<file path="config.mk">
export PLATFORM = sky130hd
export DESIGN_NAME = demux_dispatch_ctrl_flat
export DESIGN_NICKNAME = d
export VERILOG_FILES = /design/src/rtl/demux_dispatch_ctrl_pkg.sv /design/src/rtl/demux_dispatch_ctrl_if.sv /design/src/rtl/demux_dispatch_ctrl_target_sel.sv /design/src/rtl/demux_dispatch_ctrl.sv /design/src/flat_wrapper.sv
export SDC_FILE = /design/constraint.sdc
export NUM_CORES = 1
export LEC_CHECK = 0
export ABC_AREA = 1
export BUFFER_PORTS_ARGS = -buffer_cell sky130_fd_sc_hd__buf_2
export CORE_MARGIN = 2
export CORE_UTILIZATION = 50
export CTS_CLUSTER_DIAMETER = 60
export DETAILED_ROUTE_END_ITERATION = 16
export HOLD_SLACK_MARGIN = 0.1
export PLACE_DENSITY = 0.82
export SLEW_MARGIN = 5
export SYNTH_ARGS = -nofsm -noshare
export SYNTH_HDL_FRONTEND = slang
export SYNTH_SLANG_ARGS = --single-unit
</file>
<file path="constraint.sdc">
create_clock -name clk -period 2 [get_ports clk]
set_input_delay 0.2 -clock clk [delete_from_list [all_inputs] [get_ports clk]]
set_output_delay 0.2 -clock clk [all_outputs]
set_load 0.02 [all_outputs]
</file>
<file path="src/rtl/demux_dispatch_ctrl_pkg.sv">
// Shared types and helpers for the 1:4 demux dispatch controller.
package demux_dispatch_pkg;

    localparam int NUM_CH = 4;
    localparam int CH_W   = 2;

    localparam logic MODE_RR  = 1'b0;
    localparam logic MODE_DIR = 1'b1;

    typedef enum logic {
        IDLE = 1'b0,
        HOLD = 1'b1
    } state_t;

    function automatic logic [NUM_CH-1:0] onehot4(input logic [CH_W-1:0] ch);
        logic [NUM_CH-1:0] v;
        v     = '0;
        v[ch] = 1'b1;
        return v;
    endfunction

endpackage

</file>
<file path="src/rtl/demux_dispatch_ctrl_if.sv">
// Producer/consumer bundle of the dispatch controller; slave is the controller side.
interface demux_dispatch_ctrl_if #(
    parameter int DATA_W = 8
) ();
    import demux_dispatch_pkg::*;

    logic              mode;
    logic [CH_W-1:0]   in_sel;
    logic              in_valid;
    logic [DATA_W-1:0] in_data;
    logic              in_ready;
    logic [NUM_CH-1:0] out_valid;
    logic [DATA_W-1:0] out_data;
    logic [NUM_CH-1:0] out_ready;
    logic              busy;

    modport master (
        output mode, in_sel, in_valid, in_data, out_ready,
        input  in_ready, out_valid, out_data, busy
    );

    modport slave (
        input  mode, in_sel, in_valid, in_data, out_ready,
        output in_ready, out_valid, out_data, busy
    );

endinterface

</file>
<file path="src/rtl/demux_dispatch_ctrl_target_sel.sv">
// Combinational target pick: directed select or round-robin pointer, plus the pointer's next value.
module demux_target_sel
    import demux_dispatch_pkg::*;
(
    input  logic            i_mode,
    input  logic [CH_W-1:0] i_sel,
    input  logic [CH_W-1:0] i_rr_ptr,
    output logic [CH_W-1:0] o_tgt,
    output logic [CH_W-1:0] o_next_ptr
);

    // Pointer is CH_W bits wide, so 3 + 1 wraps to 0 on its own.
    always_comb begin
        o_tgt      = i_rr_ptr;
        o_next_ptr = i_rr_ptr + 1'b1;
        if (i_mode == MODE_DIR) begin
            o_tgt      = i_sel;
            o_next_ptr = i_rr_ptr;
        end
    end

endmodule

</file>
<file path="src/rtl/demux_dispatch_ctrl.sv">
// 1:4 dispatch controller with one holding register; word visible one edge after accept, in_ready follows the target's out_ready.
// Optional per-channel saturating drain counters under DEMUX_DISPATCH_STATS_EN.
module demux_dispatch_ctrl
    import demux_dispatch_pkg::*;
#(
    parameter int DATA_W = 8
) (
    input  logic                clk,
    input  logic                rst,
`ifdef DEMUX_DISPATCH_STATS_EN
    input  logic                stat_clr,
    output logic [NUM_CH*8-1:0] stat_cnt,
`endif
    demux_dispatch_ctrl_if.slave bus
);

    state_t            r_state;
    state_t            w_state_nxt;
    logic [DATA_W-1:0] r_data;
    logic [CH_W-1:0]   r_tgt;
    logic [NUM_CH-1:0] r_valid;
    logic [CH_W-1:0]   r_rr_ptr;

    logic              w_busy;
    logic              w_in_ready;
    logic              w_accept;
    logic              w_drain;
    logic [CH_W-1:0]   w_tgt;
    logic [CH_W-1:0]   w_next_ptr;

    demux_target_sel u_target_sel (
        .i_mode     (bus.mode),
        .i_sel      (bus.in_sel),
        .i_rr_ptr   (r_rr_ptr),
        .o_tgt      (w_tgt),
        .o_next_ptr (w_next_ptr)
    );

    assign w_busy     = (r_state == HOLD);
    assign w_drain    = w_busy & bus.out_ready[r_tgt];
    assign w_in_ready = ~rst & (~w_busy | bus.out_ready[r_tgt]);
    assign w_accept   = bus.in_valid & w_in_ready;

    assign bus.in_ready  = w_in_ready;
    assign bus.out_valid = r_valid;
    assign bus.out_data  = r_data;
    assign bus.busy      = w_busy;

    always_comb begin
        w_state_nxt = r_state;
        case (r_state)
            IDLE:    if (w_accept) w_state_nxt = HOLD;
            HOLD:    if (w_drain && !w_accept) w_state_nxt = IDLE;
            default: w_state_nxt = IDLE;
        endcase
    end

    // Accept always overrides drain so a same-cycle replacement has no bubble.
    always_ff @(posedge clk) begin
        if (rst) begin
            r_state  <= IDLE;
            r_data   <= '0;
            r_tgt    <= '0;
            r_valid  <= '0;
            r_rr_ptr <= '0;
        end else begin
            r_state <= w_state_nxt;
            if (w_accept) begin
                r_data   <= bus.in_data;
                r_tgt    <= w_tgt;
                r_valid  <= onehot4(w_tgt);
                r_rr_ptr <= w_next_ptr;
            end else if (w_drain) begin
                r_valid <= '0;
            end
        end
    end

`ifdef DEMUX_DISPATCH_STATS_EN
    logic [7:0] r_cnt [NUM_CH];

    always_ff @(posedge clk) begin
        if (rst || stat_clr) begin
            for (int i = 0; i < NUM_CH; i++) r_cnt[i] <= '0;
        end else if (w_drain && r_cnt[r_tgt] != 8'hFF) begin
            r_cnt[r_tgt] <= r_cnt[r_tgt] + 8'd1;
        end
    end

    for (genvar g = 0; g < NUM_CH; g++) begin : g_stat
        assign stat_cnt[8*g +: 8] = r_cnt[g];
    end
`endif

endmodule
</file>
<file path="src/flat_wrapper.sv">
// flat-port wrapper written by rule: the top's interface ports become plain ports
module demux_dispatch_ctrl_flat import demux_dispatch_pkg::*;
#(
    parameter int DATA_W = 8
)
  (clk, rst, bus_mode, bus_in_sel, bus_in_valid, bus_in_data, bus_out_ready, bus_in_ready, bus_out_valid, bus_out_data, bus_busy);
  demux_dispatch_ctrl_if #(.DATA_W(DATA_W)) bus_i ();
  input  logic clk;
  input  logic rst;
  input wire logic [$bits(bus_i.mode)-1:0] bus_mode;
  input wire logic [$bits(bus_i.in_sel)-1:0] bus_in_sel;
  input wire logic [$bits(bus_i.in_valid)-1:0] bus_in_valid;
  input wire logic [$bits(bus_i.in_data)-1:0] bus_in_data;
  input wire logic [$bits(bus_i.out_ready)-1:0] bus_out_ready;
  output wire logic [$bits(bus_i.in_ready)-1:0] bus_in_ready;
  output wire logic [$bits(bus_i.out_valid)-1:0] bus_out_valid;
  output wire logic [$bits(bus_i.out_data)-1:0] bus_out_data;
  output wire logic [$bits(bus_i.busy)-1:0] bus_busy;
  assign bus_i.mode = bus_mode;
  assign bus_i.in_sel = bus_in_sel;
  assign bus_i.in_valid = bus_in_valid;
  assign bus_i.in_data = bus_in_data;
  assign bus_i.out_ready = bus_out_ready;
  assign bus_in_ready = bus_i.in_ready;
  assign bus_out_valid = bus_i.out_valid;
  assign bus_out_data = bus_i.out_data;
  assign bus_busy = bus_i.busy;
  demux_dispatch_ctrl #(.DATA_W(DATA_W)) u_core (.clk(clk), .rst(rst), .bus(bus_i));
endmodule
</file>
==> results summary <==
The hold path depth is 3. The synthesized netlist occupies a cell area of 816 µm². The largest fanout on the critical path came out at 11. The first element of the critical path is u_core.r_tgt[0]. The detailed router finished its first iteration with 14 violations. The signal on the critical path passes through nand2_1, nand3_2, nand2_2, a21oi_2, buf_2. The worst setup path is launched from a flip-flop.

The clock slew at the register clock pins of the worst setup and hold paths is around 90 ps. The number of antenna diodes in the final layout is 0. The total of hold buffers inserted after clock tree synthesis came out at 0. The relative max-transition margin is 71.4%. The number of clock sinks seen by CTS is 17. The post-CTS setup buffer count is 0. The maximum buffer depth of the clock tree came out at 2. For this run, the share of the core covered by cells in the final layout is roughly 63%. The sum of buffers and inverters on the critical path came out at 1. Derived from the worst setup path, the maximum achievable clock frequency is 0.566 GHz.

The total routing resource utilization after global routing is about 18%. The DRC violation count after routing is 0. The overall power is 675 µW. The post-route clock skew came out at 4.32 ps.

The top-level port count came out at 32. The final layout net count came out at 155. The minimum clock period after layout is approximately 1800 ps. The post-detailed-routing wire length is 1630 µm.

The number of failing hold endpoints at the final stage came out at 0. The total overflow left after global routing is 0. The path class of the tightest hold or removal check is in -> reg. The count of input and output buffers came out at 31.

The count of antenna-violating nets left after detailed routing is 0. The startpoint identified for the worst hold timing path is bus_in_data[3]. For this configuration, the core starts out at a cell density of 53.5%.

After synthesis, the cell types taking the most area are sky130_fd_sc_hd__dfxtp_1, sky130_fd_sc_hd__nand3_1, sky130_fd_sc_hd__nand2_1, sky130_fd_sc_hd__inv_1, sky130_fd_sc_hd__nand4_1. The TritonCTS clock tree is built. The synthesized area per cell is 7.62 µm².

Ranked by instance count, the synthesized netlist is headed by sky130_fd_sc_hd__nand3_1, sky130_fd_sc_hd__nand2_1, sky130_fd_sc_hd__dfxtp_1. The fraction of post-synthesis cell area in the top cell type by area came out at 41.7%. Counting the buffers created by CTS gives 3. The via count of the first global-routing pass is 653.

For the worst setup path, the data required time is 1800 ps. Broken down by cell family, the worst path's largest delay share belongs to flip-flops. The max-slew violation count is 0. In this run the critical register-to-register path is captured at u_core.r_rr_ptr[1]. The wire length of the first global-routing pass came out at 2640 µm. The worst-skew pair later-pin latency is 290 ps. The worst setup path is captured at an output pin. The core region is 1520 µm². The total half-perimeter wirelength after legalization and detailed placement came out at 1200 µm. The number of flip-flops and latches in the synthesized netlist came out at 17. CTS built an H-tree with a depth of 1. The synthesized instance count came out at 107.

The floorplan die height came out at 44.4 µm. From synthesis to final layout, the design area changed by 17.8%. For hold timing, the worst endpoint is u_core.bus.out_data[3].

The slowest stage of the critical path is the sky130_fd_sc_hd__dfxtp_1 cell. The net count after synthesis came out at 125. The total die area is 1970 µm².

Data on the critical path arrives at its endpoint at 1570 ps. The sequential element share of the synthesized area is 41.7%. Cells with a size suffix above 1 make up 30.9% of the layout. The highest cell delay on the worst timing path is between 300 and 400 ps. Dividing the final minimum period by the clock period gives 88.3%. The warning count from the yosys run is 0. The most common cell in the synthesized netlist is sky130_fd_sc_hd__nand3_1. The post-route setup TNS is 0 ps. The maximum number of pins on one net before global-route repair is 20.

Counting flops with a built-in enable in the synthesized netlist gives 0. The maximum resistive drop on vdd came out at 0.453 mV. Summed over all cells, the static leakage comes to 0.000514 µW. The placer congestion estimate came out at between 0.7 and 0.8. The transition time of the tightest slew-check pin is 429 ps. Synthesis instantiated 20 different standard cells from the library. The worst register-to-register path begins at u_core.r_tgt[0]. The number of maximum-capacitance constraint violations came out at 0. In the synthesized netlist the dominant register cell turns out to be sky130_fd_sc_hd__dfxtp_1.

The row count came out at 14. The tree is rooted in a sky130_fd_sc_hd__clkbuf_4. Setup repair after global routing left no endpoint under its margin. The setup violation total in the final timing report came out at 0. The number of vias after detailed routing is 801. The count of TritonRoute iterations in the first routing pass came out at 4. The setup path with the least slack is of type reg -> out.

The number of antenna violations at the first check in global routing came out at 0. The leading area contributor after synthesis is sky130_fd_sc_hd__dfxtp_1. The async set-reset flop share out of synthesis is 0%. The total power per unit cell area is 703 nW/µm². The post-detailed-route via-to-cell ratio is 5.27.

The width of the die is 44.4 µm. The register-to-register path setup slack is just over 600 ps. Post-CTS repair changed the size of 0 cells.

The average routed wire per standard cell is about 11 µm. The flow ran to the end, and the final reports show no timing, DRC or antenna violations. The length in cells of the worst reg-to-reg path came out at 7.
worst register-to-register path: cells and delay by family, from the launching register on:
family	cells	cell delay [ps]
AO/OA/AOI/OAI	1	380
buffers and inverters	1	40
flip-flops	1	390
AND/OR/NAND/NOR	5	490
registers in the layout (all words and copies together) (netlist names):
name / count
u_core.bus.busy: 1
u_core.bus.out_data: 8
u_core.r_tgt: 2
u_core.r_rr_ptr: 2
u_core.bus.out_valid: 4
per-stage QoR:
step / setup WS, ps / std cells / hold slack, ps / area, µm²
finish: 235 / 152 / 130 / 961
global route: 72.7 / 152 / 114 / 961
CTS: 205 / 152 / 121 / 961
detailed placement: 562 / 148 / 428 / 935
global placement: 608 / 148 / 425 / 935
floorplan: 848 / 107 / 338 / 816
worst max-delay path by stage:
stage | endpoint | slack [ps] | cells past startpoint
6_report | bus_in_ready | 230 | 5
3_3_place_gp | bus_in_ready | 610 | 6
5_1_grt | bus_in_ready | 70 | 6
2_1_floorplan | u_core.r_tgt[0] | 850 | 9
3_5_place_dp | bus_in_ready | 560 | 5
4_1_cts | bus_in_ready | 210 | 5
final cells by class:
cell class	count	area, µm²
timing repair buffer	31	155
clock buffer	4	26.3
fill	138	563
inverter	13	48.8
sequential	17	340
multi-input combinational	71	370
tap	16	20.0
per-layer routing:
| layer | part of all wire [%] | vias to the layer above | global-route usage, % |
|---|---|---|---|
| met5 | 0 | - | 0 |
| met1 | 43 | 358 | 24.6 |
| met4 | 0.68 | 0 | 5.45 |
| met3 | 6.5 | 2 | 6.12 |
| li1 | - | 418 | - |
| met2 | 49 | 23 | 26.8 |
layout by cell type (no fill, tap or decap):
master,n
sky130_fd_sc_hd__inv_2,1
sky130_fd_sc_hd__nand4_1,7
sky130_fd_sc_hd__a21oi_2,2
sky130_fd_sc_hd__nor2_1,3
sky130_fd_sc_hd__dfxtp_1,17
sky130_fd_sc_hd__buf_2,31
sky130_fd_sc_hd__nand2_1,22
sky130_fd_sc_hd__nand3_4,1
sky130_fd_sc_hd__nand2_4,1
sky130_fd_sc_hd__a21oi_1,6
sky130_fd_sc_hd__nand3_2,2
sky130_fd_sc_hd__inv_1,12
sky130_fd_sc_hd__nand3_1,25
sky130_fd_sc_hd__nand2_2,1
sky130_fd_sc_hd__o21ai_0,1
sky130_fd_sc_hd__clkbuf_1,1
sky130_fd_sc_hd__clkbuf_4,3
where the power goes:
part / leakage [µW] / switching [µW] / internal [µW]
Sequential: 0.000139 / 10.9 / 357
Combinational: 0.000359 / 83.2 / 44.9
Clock: 0.0000150 / 102 / 77.5
cell families (layout without fill, tap and decap cells):
| family | Yosys count | after routing | share of synthesized area (%) |
|---|---|---|---|
| AOI/OAI and AO/OA | 9 | 9 | 6.44 |
| DFF | 17 | 17 | 41.7 |
| buffers and inverters | 19 | 48 | 12.9 |
| and+or+nand+nor | 62 | 62 | 39.0 |
No activity file was read; power rests on OpenSTA's default activity.
